==> src/rtl/ps2_pkg.sv <==
// ps2_pkg: shared definitions for the PS/2 host-side blocks.
//   - ps2_state_t : host transmitter FSM encoding
//   - PS2_CMD_*   : common keyboard command bytes
//   - PS2_ACK_BYTE: byte the keyboard returns after accepting a command
//   - PS2_FRAME_BITS: host-driven bits after the start bit (8 data, parity, stop)
package ps2_pkg;

    typedef enum logic [2:0] {
        IDLE,
        INHIBIT,
        RTS,
        SEND,
        ACK,
        WAIT_IDLE
    } ps2_state_t;

    localparam logic [7:0] PS2_CMD_SET_LED = 8'hED;
    localparam logic [7:0] PS2_CMD_ENABLE  = 8'hF4;
    localparam logic [7:0] PS2_CMD_RESET   = 8'hFF;
    localparam logic [7:0] PS2_ACK_BYTE    = 8'hFA;

    localparam int PS2_FRAME_BITS = 10;

endpackage

==> src/rtl/ps2_line_sync.sv <==
// ps2_line_sync: two-flop synchronizer for one raw PS/2 line plus
// edge detection on the synchronized level.
//   clk, reset : system clock, synchronous active-high reset
//   raw        : asynchronous line level
//   level      : synchronized level
//   fall, rise : one-cycle strobes on a synchronized high->low / low->high
module ps2_line_sync (
    input  logic clk,
    input  logic reset,
    input  logic raw,
    output logic level,
    output logic fall,
    output logic rise
);

    logic sync_p0;
    logic sync_p1;
    logic prev_p2;

    // Reset to the idle-high bus level so leaving reset creates no edge.
    always_ff @(posedge clk) begin
        if (reset) begin
            sync_p0 <= 1'b1;
            sync_p1 <= 1'b1;
            prev_p2 <= 1'b1;
        end else begin
            sync_p0 <= raw;
            sync_p1 <= sync_p0;
            prev_p2 <= sync_p1;
        end
    end

    assign level = sync_p1;
    assign fall  = prev_p2 & ~sync_p1;
    assign rise  = ~prev_p2 & sync_p1;

endmodule

==> src/rtl/ps2_host_tx.sv <==
// ps2_host_tx: PS/2 host-to-device command transmitter.
// Inhibits the bus, requests to send, then shifts out 8 data bits (LSB
// first), odd parity and stop on the device's falling clock edges, and
// checks the device ACK bit.
//   clk, reset            : system clock, synchronous active-high reset
//   tx_valid, tx_data     : command request and byte (accepted in IDLE only)
//   tx_ready / tx_busy    : IDLE / not IDLE
//   tx_done / tx_err      : one-cycle result pulses (ACK / NACK or timeout)
//   ps2_clk_in/ps2_dat_in : raw line levels (asynchronous)
//   ps2_clk_oe/ps2_dat_oe : 1 = pull the line low (open drain)
// Optional build macro PS2_HOST_TX_RETRY_EN: a failed frame is retried
// from INHIBIT up to two more times before tx_err is raised.
module ps2_host_tx
    import ps2_pkg::*;
#(
    parameter int INHIBIT_CYCLES = 6000,
    parameter int RTS_CYCLES     = 100,
    parameter int TIMEOUT_CYCLES = 750000
) (
    input  logic       clk,
    input  logic       reset,
    input  logic       tx_valid,
    input  logic [7:0] tx_data,
    output logic       tx_ready,
    output logic       tx_busy,
    output logic       tx_done,
    output logic       tx_err,
    input  logic       ps2_clk_in,
    input  logic       ps2_dat_in,
    output logic       ps2_clk_oe,
    output logic       ps2_dat_oe
);

    localparam int PHASE_MAX = (INHIBIT_CYCLES > RTS_CYCLES) ? INHIBIT_CYCLES : RTS_CYCLES;
    localparam int CNT_W     = $clog2(PHASE_MAX + 1);
    localparam int TOUT_W    = $clog2(TIMEOUT_CYCLES + 1);

    localparam logic [CNT_W-1:0]  INHIBIT_LAST = CNT_W'(INHIBIT_CYCLES - 1);
    localparam logic [CNT_W-1:0]  RTS_LAST     = CNT_W'(RTS_CYCLES - 1);
    localparam logic [TOUT_W-1:0] TOUT_LAST    = TOUT_W'(TIMEOUT_CYCLES - 1);
    localparam logic [3:0]        STOP_IDX     = 4'(PS2_FRAME_BITS - 1);
    localparam logic [3:0]        PARITY_IDX   = 4'(PS2_FRAME_BITS - 2);

    logic clk_level, clk_fall, clk_rise;
    logic dat_level, dat_fall, dat_rise;
    logic unused_edges;

    ps2_line_sync u_clk_sync (
        .clk   (clk),
        .reset (reset),
        .raw   (ps2_clk_in),
        .level (clk_level),
        .fall  (clk_fall),
        .rise  (clk_rise)
    );

    ps2_line_sync u_dat_sync (
        .clk   (clk),
        .reset (reset),
        .raw   (ps2_dat_in),
        .level (dat_level),
        .fall  (dat_fall),
        .rise  (dat_rise)
    );

    assign unused_edges = clk_rise | dat_fall | dat_rise;

    ps2_state_t        state;
    logic [CNT_W-1:0]  cnt;
    logic [TOUT_W-1:0] tout;
    logic [3:0]        bit_idx;
    logic [7:0]        data_q;
    logic              parity_q;
    logic              timed_out;
    logic              fail_now;
`ifdef PS2_HOST_TX_RETRY_EN
    logic [1:0]        retry_cnt;
`endif

    // Byte and parity are captured only on acceptance; no reset needed.
    always_ff @(posedge clk) begin
        if (state == IDLE && tx_valid) begin
            data_q   <= tx_data;
            parity_q <= ~^tx_data;
        end
    end

    // Timeout takes priority over any edge arriving in the same cycle.
    always_comb begin
        timed_out = 1'b0;
        fail_now  = 1'b0;
        if (state == SEND || state == ACK || state == WAIT_IDLE) begin
            timed_out = (tout == TOUT_LAST);
        end
        fail_now = timed_out || (state == ACK && clk_fall && dat_level);
    end

    always_ff @(posedge clk) begin
        if (reset) begin
            state      <= IDLE;
            cnt        <= '0;
            tout       <= '0;
            bit_idx    <= '0;
            tx_ready   <= 1'b1;
            tx_busy    <= 1'b0;
            tx_done    <= 1'b0;
            tx_err     <= 1'b0;
            ps2_clk_oe <= 1'b0;
            ps2_dat_oe <= 1'b0;
`ifdef PS2_HOST_TX_RETRY_EN
            retry_cnt  <= '0;
`endif
        end else begin
            tx_done <= 1'b0;
            tx_err  <= 1'b0;
            if (fail_now) begin
                ps2_dat_oe <= 1'b0;
                cnt        <= '0;
                tout       <= '0;
                bit_idx    <= '0;
`ifdef PS2_HOST_TX_RETRY_EN
                if (retry_cnt != 2'd2) begin
                    // Restart the same byte; the bus stays owned.
                    retry_cnt  <= retry_cnt + 2'd1;
                    ps2_clk_oe <= 1'b1;
                    state      <= INHIBIT;
                end else begin
                    ps2_clk_oe <= 1'b0;
                    tx_err     <= 1'b1;
                    tx_ready   <= 1'b1;
                    tx_busy    <= 1'b0;
                    state      <= IDLE;
                end
`else
                ps2_clk_oe <= 1'b0;
                tx_err     <= 1'b1;
                tx_ready   <= 1'b1;
                tx_busy    <= 1'b0;
                state      <= IDLE;
`endif
            end else begin
                case (state)
                    IDLE: begin
                        if (tx_valid) begin
                            cnt        <= '0;
                            tx_ready   <= 1'b0;
                            tx_busy    <= 1'b1;
                            ps2_clk_oe <= 1'b1;
`ifdef PS2_HOST_TX_RETRY_EN
                            retry_cnt  <= '0;
`endif
                            state      <= INHIBIT;
                        end
                    end
                    INHIBIT: begin
                        if (cnt == INHIBIT_LAST) begin
                            cnt        <= '0;
                            ps2_dat_oe <= 1'b1;
                            state      <= RTS;
                        end else begin
                            cnt <= cnt + 1'b1;
                        end
                    end
                    RTS: begin
                        if (cnt == RTS_LAST) begin
                            cnt        <= '0;
                            tout       <= '0;
                            bit_idx    <= '0;
                            ps2_clk_oe <= 1'b0;
                            state      <= SEND;
                        end else begin
                            cnt <= cnt + 1'b1;
                        end
                    end
                    SEND: begin
                        tout <= tout + 1'b1;
                        if (clk_fall) begin
                            bit_idx <= bit_idx + 4'd1;
                            if (bit_idx < PARITY_IDX) begin
                                ps2_dat_oe <= ~data_q[bit_idx[2:0]];
                            end else if (bit_idx == PARITY_IDX) begin
                                ps2_dat_oe <= ~parity_q;
                            end else if (bit_idx == STOP_IDX) begin
                                ps2_dat_oe <= 1'b0;
                                state      <= ACK;
                            end
                        end
                    end
                    ACK: begin
                        // A high data level here is handled as a failure above.
                        tout <= tout + 1'b1;
                        if (clk_fall) begin
                            state <= WAIT_IDLE;
                        end
                    end
                    WAIT_IDLE: begin
                        tout <= tout + 1'b1;
                        if (clk_level && dat_level) begin
                            tx_done  <= 1'b1;
                            tx_ready <= 1'b1;
                            tx_busy  <= 1'b0;
                            state    <= IDLE;
                        end
                    end
                    default: begin
                        ps2_clk_oe <= 1'b0;
                        ps2_dat_oe <= 1'b0;
                        tx_ready   <= 1'b1;
                        tx_busy    <= 1'b0;
                        state      <= IDLE;
                    end
                endcase
            end
        end
    end

endmodule

==> config.mk <==
export PLATFORM = sky130hd
export DESIGN_NAME = ps2_host_tx
export DESIGN_NICKNAME = d
export VERILOG_FILES = /design/src/rtl/ps2_pkg.sv /design/src/rtl/ps2_line_sync.sv /design/src/rtl/ps2_host_tx.sv
export SDC_FILE = /design/constraint.sdc
export NUM_CORES = 1
export LEC_CHECK = 0
export BUFFER_PORTS_ARGS = -buffer_cell sky130_fd_sc_hd__buf_4
export CORE_MARGIN = 1
export CORE_UTILIZATION = 45
export CTS_CLUSTER_SIZE = 14
export DETAILED_ROUTE_END_ITERATION = 7
export SYNTH_ARGS = -nofsm -noshare
export SYNTH_HDL_FRONTEND = slang
export SYNTH_SLANG_ARGS = --single-unit
==> constraint.sdc <==
create_clock -name clk -period 3.1 [get_ports clk]
set_input_delay 0.62 -clock clk [delete_from_list [all_inputs] [get_ports clk]]
set_output_delay 0.62 -clock clk [all_outputs]
set_load 0.1 [all_outputs]
==> After elaboration in Yosys (flattened, before gate mapping) <==
Cells that the tools add are included.
{ "word_totals": {"wordCells": 113, "inputBits": 13, "ff_bits": 60, "out_inout_bits": 6} }
{ "classes": {"mux": 38, "bitwise": 8, "reduce_logical": 25, "n_lt_le_gt_ge": 2, "n_eq_ne": 20, "add_sub_neg": 3} }
{ "ops": {"columns": ["op", "count"], "rows": [
  ["$pmux 20 s2", 1],
  ["$mux 13", 3],
  ["$pmux 13 s3", 1],
  ["$mux 3", 9],
  ["$add 20x1->20 const B", 1],
  ["$eq 20x20->1 const B", 1],
  ["$mux 20", 1],
  ["$pmux 3 s6", 1],
  ["$mux 1", 14],
  ["$ne 2x2->1 const B", 7],
  ["$add 13x1->13 const B", 1],
  ["$eq 13x13->1 const B", 1],
  ["$eq 13x7->1 const B", 1],
  ["$pmux 1 s3", 4],
  ["$reduce_or 4->1", 3],
  ["$reduce_and 3->1", 3],
  ["$reduce_and 9->1", 1],
  ["$eq 4x4->1 const B", 2],
  ["$mux 4", 2],
  ["$pmux 4 s2", 1],
  ["$reduce_xnor 8->1", 1],
  ["$not 1->1", 7],
  ["$eq 3x2->1 const B", 2],
  ["$eq 3x3->1 const B", 2],
  ["17 further kinds", 26]
]} }

==> Logic depth before layout (Yosys ltp) <==
Gate-level depths: netlist (run 1).
{ "depth": {"word_depth": 6, "ltp_mapped": 8, "mapped_depth_nobuf": 7} }

==> By module <==
Synthesis (run 1) repeated with hierarchy kept, for this count alone.
{ "unflattened": {"hier_cells": 332, "hier_area_um2": 3044.2} }
{ "by_module_without_submodules": {"columns": ["mod", "n_inst", "area_each_um2", "seq_area_each_um2", "cells_each"], "rows": [
  ["ps2_host_tx", 1, 2859.0, 1191.1, 316],
  ["ps2_line_sync", 2, 92.6, 60.1, 8]
]} }

==> Worst setup path after synthesis (run 1) <==
OpenSTA, ideal clock, no wires.
{ "synth_path": {"kind": "reg2reg", "startpoint": "register cnt[0]", "endpoint": "register tout[16]", "t_required_ns": 3.030, "stages_incl_launch_ff": 8, "synth_period_minus_slack_ns": 2.349, "setup_ns": 0.070, "path_buffers": 1, "path_slack_ns": 0.751, "t_arrival_ns": 2.278, "cell_sequence": "dfxtp_1 > ha_1 > or4b_4 > nor4_4 > a21oi_2 > buf_6 > or4_1 > a21oi_1"} }
{ "synth_via": {"elab_chain_len": 3} }
{ "synth_rtl": {"columns": ["item", "line", "source"], "rows": [
  ["from (decl)", "ps2_host_tx.sv:69", "logic [CNT_W-1:0] cnt;"],
  ["from (signal assigned)", "ps2_host_tx.sv:161", "cnt <= cnt + 1'b1;"],
  ["from (signal assigned)", "ps2_host_tx.sv:172", "cnt <= cnt + 1'b1;"],
  ["$eq 13x7->1", "ps2_host_tx.sv:165", "if (cnt == RTS_LAST) begin"],
  ["$ne 2x2->1 (no line)", null, null],
  ["$reduce_and 2->1 (no line)", null, null],
  ["to (signal assigned)", "ps2_host_tx.sv:176", "tout <= tout + 1'b1;"],
  ["to (signal assigned)", "ps2_host_tx.sv:191", "tout <= tout + 1'b1;"],
  ["to (signal assigned)", "ps2_host_tx.sv:197", "tout <= tout + 1'b1;"],
  ["to (decl)", "ps2_host_tx.sv:70", "logic [TOUT_W-1:0] tout;"]
]} }
No other way between the ends.
A chain may end at the register's enable or synchronous reset.

==> Final worst setup path (run 1) <==
{ "layout_path": {"startpoint": "register cnt[0]", "endpoint": "register tout[15]"} }
Same word-level chain as after synthesis.

==> metrics.csv, run 1 <==
metric;value;unit
reg2reg_slack;410;ps
grt_pass1_wl;11.4;mm
dr.pass1.iters;4;
antenna_left;0;
path_class;reg -> reg;
crit_path_start;cnt[0];
grt_util_all_layers;20.2;%
synth_seq_area_share;42.6;%
max_freq;371;MHz
status;finished clean;
placed_area;3210;um2
cts.repair.resized;0;
async_flop_share;0;%
via_count;2627;
syn_area;3030;um2
required;3380;ps
cts_tree;yes;
viasPerCell;5.98;
hpwlAfterDp;4.45;mm
finalSetupTns;0;ps
core;6420;um2
cts_hold_buffers;0;
hold_viol;0;
cp-end-kind;register;
hp-start;u_dat_sync.sync_p0;
r2r_start;cnt[0];
worst_pin_slew;1220;ps
initial_core_util;47.2;%
rows;29;
synth_edf_count;9;
p_leak;1.06;nW
slew_headroom;18.4;%
chipWidth;84.1;um
syn_nets;362;
clock_sinks;60;
syn_inst;344;
synth.top_cell.area_share;33.7;%
area_growth;12.1;%
cp-start-kind;register;
synth_cell_types;52;
finalWirelength;6.56;mm
dieHeight;84.1;um
finalCriticalPeriod;2690;ps
ys.flop_type;dfxtp_1;
cp_max_fo;35;
p_per_area;537;nW/um2
port_buffers;18;
post-route-drc-count;0;
min_path_type;reg -> reg;
cts_setup_buffers;0;
critPathArrivalTime;2970;ps
final_nets;375;
final-max-slew-violation-count;0;
clock_latency;350;ps
clockRootBuffer;clkbuf_8;
antenna_found_initial;0;
power;1.83;mW
synth.avg_cell_area;8.81;um2
clock_skew;6.64;ps
diodes;0;
synth_warnings;0;
ys_ff_latch;60;
finalSetupViolations;0;
clockBufferDepth;2;
rsz0062_at_grt;false;
drv_cap;0;
ioPinCount;19;
grt_overflow_total;0;
gp_congestion;0.844;
avgRoutedWirePerCell;14.9;um
synth_area_leaders;dfxtp_1 (34%), edfxtp_1 (8.9%), a21oi_1 (6.3%);
ir_drop;358;uV
first_iter_violations;94;
cts_made_buffers;9;
die_area;7070;um2
clk_pin_slew;70;ps
htree_levels;3;
final_area;3400;um2
grt_max_degree;36;
fin_cells;439;
dp.cells;423;
grt_pass1_vias;2454;
synth_largest_area_cell;dfxtp_1;
min_period_over_period;86.8;%
drive_gt1_share;13.3;%
## cells in the mapped netlist (all sizes together), types with 2 or more instances
cell	number
nor4	6
edfxtp	9
clkbuf	17
xnor2	9
mux4	2
o21ai	19
nor2b	3
o31ai	12
nand2	32
nand2b	4
or3	14
and2	2
a311oi	10
o21bai	4
nor3	4
nand4	6
or4	12
or4b	3
a22oi	3
buf	3
nand4bb	2
nor2	21
o41ai	2
inv	7
and3	2
nand3b	3
a41oi	4
dfxtp	51
a211oi	3
or2	5
ha	5
nand3	13
a21oi	39
## final cells by class
type,instances,area [um2]
clock buffers,9,124
clock inverters,7,66.3
fillers,617,3020
inverters,7,26.3
multi-input cells,257,1630
flip-flops and latches,60,1290
well taps,77,96.3
repair buffers,22,165
## per-layer routing
layer	track usage, %	up-vias	share of wire (%)	wire length [um]
met5	0	-	0	0
met4	6.11	0	1.1	70
met3	5.84	7	3.0	195
met2	33.5	31	47	3070
met1	25.3	1250	49	3220
li1	-	1339	-	-
## per-stage QoR
step | setup slack [ps] | util (%) | hold WS (ps)
floorplan | 751 | - | 389
global placement | 495 | 50.0 | 395
detailed placement | 407 | 50.0 | 402
CTS | 389 | 52.9 | 424
global route | 183 | 52.9 | 433
finish | 408 | 52.9 | 424
## critical path, cell delays in order, from the launching register on
cell and delay, ps:
dfxtp_1 410, ha_1 240, or4b_4 490, nor4_4 340, a21oi_2 370, or4_1 620, a21oi_1 160
## logic make-up (layout without fill, tap and decap cells)
logic type	count (synthesis)	after routing	synth area share, %
compound gates	105	105	22.3
xor+xnor	9	9	2.60
fa+ha+maj	5	5	2.06
flops	60	60	42.6
mux	2	2	1.49
buf+inv	27	45	3.63
simple gates	136	136	25.3
## cell usage in the layout (no fill, tap or decap), types with 5 or more instances in the layout
master     n
dfxtp_1   51
a21oi_1   38
nand2_1   32
buf_4     22
nor2_1    21
o21ai_0   19
or3_1     14
nand3_1   13
or4_1     12
o31ai_1   12
a311oi_1  10
xnor2_1    9
clkbuf_8   9
edfxtp_1   9
inv_1      7
nand4_1    6
nor4_1     5
or2_2      5
ha_1       5
## worst paths after layout
kind / end / depth (start not counted)
min: u_dat_sync.level / 1
min reg2reg: u_dat_sync.level / 1
max reg2reg: tout[15] / 6
max: tout[15] / 6
## registers in the layout, indices dropped and copies added (netlist names), 3 cells and up
register,flops
cnt,13
data_q,8
tout,20
bit_idx,4
state,3
## power breakdown
part           switching (mW)  internal [mW]
registers              0.0342          0.830
logic                   0.181         0.0884
clock network           0.325          0.367
total                   0.540           1.29
No activity file was read; power rests on OpenSTA's default activity.
==> inputs of run 2 (changes only) <==
CELL_PAD_IN_SITES_DETAIL_PLACEMENT = 2   (was default)
CELL_PAD_IN_SITES_GLOBAL_PLACEMENT = 2   (was default)
CORE_UTILIZATION = 37   (was 45)
PLACE_DENSITY_LB_ADDON = 0.1   (was default)
==> run 2 against run 1 <==
Compared with the run above: utilization is 8.4 points lower; sequential power hardly changed; global-route usage is 1.3 points higher; die area is 21% higher; worst setup slack worse by 82 ps; final cell count is 6.2% higher; worst hold slack worse by 3.1 ps; final area is 2.3% higher; clock power is 8.4% higher; clock skew is 6.3 ps higher; wire length is 31% higher; power is 4.5% higher; highest routed layer unchanged.
==> metrics.csv, run 2 (synthesis gave the netlist of run 1 again) <==
metric;value;unit;change
status;finished clean;;
max_freq;361;MHz;-3.0%
finalSetupViolations;0;;unchanged
p_int;1.34;mW;+4.6%
cp-end-kind;register;;
ff_latch_area;1290;um2;unchanged
path_class;reg -> reg;;
area_growth;14.7;%;
final_util;44.5;%;-8.4 points
p_per_area;548;nW/um2;+2.1%
drv_cap;0;;unchanged
post-place-ws;339;ps;-68.4 ps
finalCriticalPeriod;2770;ps;+81.9 ps
regMostFlops;tout;;
fillers;873;;+41%
reg.largest.list;tout x20, cnt x13, data_q x8;;
cts.repair.resized;0;;unchanged
rsz0062_at_grt;false;;
clock_power_share;39.3;%;+1.4 points
crit_buf_inv;0;;unchanged
most-common-layout-cells;dfxtp_1 (51), a21oi_1 (38), nand2_1 (32);;
avgRoutedWirePerCell;18.4;um;+23%
clock_latency;350;ps;about the same
final-max-slew-violation-count;0;;unchanged
cp_max_fo;28;;-20%
critPathArrivalTime;3050;ps;+80 ps
min_path_type;reg -> reg;;
final_nets;377;;+0.53%
combPwrFrac;15.2;%;+0.5 points
cp-start-kind;register;;
cts_made_buffers;9;;unchanged
power;1.91;mW;+4.5%
initial_core_util;38.8;%;-8.4 points
grt_util_all_layers;21.5;%;+1.3 points
worst_pin_slew;1090;ps;-135 ps
hpwlAfterDp;5.99;mm;+35%
viasPerCell;5.92;;-1.0%
grt_overflow_total;0;;unchanged
antenna_left;0;;unchanged
hold_viol;0;;unchanged
via_count;2760;;+5.1%
die_area;8560;um2;+21%
first_iter_violations;109;;+16%
layout_commonest_cell;dfxtp_1;;
clockRootBuffer;clkbuf_8;;
slowest_stage;or4_1;;
grt_pass1_wl;14.4;mm;+27%
cts_setup_buffers;0;;unchanged
required;3380;ps;about the same
cp_slowest_stage_delay;600;ps;-20 ps
antenna_found_initial;0;;unchanged
core;7810;um2;+22%
diodes;0;;unchanged
largest_register_ffs;20;;unchanged
p_switching;563;uW;+4.2%
crit_path_cell_trace;ha_1 > or4b_4 > nor4_4 > a21oi_2 > or4_1 > a21oi_1;;
sw_frac_of_total;29.5;%;-0.088 points
seqPwrFrac;45.5;%;-1.8 points
ir_drop;237;uV;-34%
p_leak;1.08;nW;+2.2%
finalWirelength;8.59;mm;+31%
chipWidth;92.5;um;+10%
post-route-drc-count;0;;unchanged
drive_gt1_share;14.0;%;+0.75 points
grt_pass1_vias;2906;;+18%
setup_slack;326;ps;-81.9 ps
cts_hold_buffers;0;;unchanged
port_buffers;18;;unchanged
multi_input_area;1630;um2;unchanged
finalSetupTns;0;ps;unchanged
dieHeight;92.5;um;+10%
min_period_over_period;89.5;%;+2.6 points
rows;32;;+10%
clock_sinks;60;;unchanged
slew_headroom;27.4;%;+9.0 points
clk_pin_slew;80;ps;about the same
grt_max_degree;29;;-19%
cts_tree;yes;;
critPathTopFamily;simple AND/OR/NAND/NOR gates;;
ioPinCount;19;;unchanged
htree_levels;3;;unchanged
clockBufferDepth;2;;unchanged
dr.pass1.iters;4;;unchanged
clock_skew;12.9;ps;+6.26 ps
reg2reg_slack;330;ps;-80 ps
gp_congestion;0.798;;-5.4%
==> run 2: area by class of cell <==
class / count / area share [%]
clock buffers: 10 / 4.28
multi-input cells: 257 / 46.9
well taps: 102 / 3.67
clock inverters: 6 / 1.76
repair buffers: 24 / 5.54
inverters: 7 / 0.756
flip-flops and latches: 60 / 37.1
==> run 2: metal layers <==
layer  global-route usage [%]  wire (um)  vias up
li1                         -          -     1338
met1                     26.1       3890     1383
met2                     37.8       4360       33
met3                     4.43        239        6
met4                     6.77         90        0
met5                        0          0        -
==> run 2: per-stage QoR <==
step	hold WS, ps	area [um2]	cells
floorplan	389	3030	344
global placement	395	3270	450
detailed placement	409	3270	450
CTS	427	3480	466
global route	435	3480	466
finish	420	3480	466
==> run 2: worst paths after layout <==
check                     startpoint          endpoint  cells after the start
setup / recovery              cnt[0]          tout[18]                      6
hold / removal    u_clk_sync.sync_p0  u_clk_sync.level                      1
setup reg to reg              cnt[0]          tout[18]                      6
hold reg to reg   u_clk_sync.sync_p0  u_clk_sync.level                      1
==> run 2: power groups by stage <==
| stage | registers (mW) | logic, mW | clock network (mW) |
|---|---|---|---|
| 2_1_floorplan | 0.923 | 0.158 | 0 |
| 3_3_place_gp | 0.881 | 0.281 | 0 |
| 3_5_place_dp | 0.886 | 0.291 | 0 |
| 4_1_cts | 0.868 | 0.294 | 0.773 |
| 5_1_grt | 0.871 | 0.314 | 0.804 |
| 6_report | 0.867 | 0.290 | 0.750 |
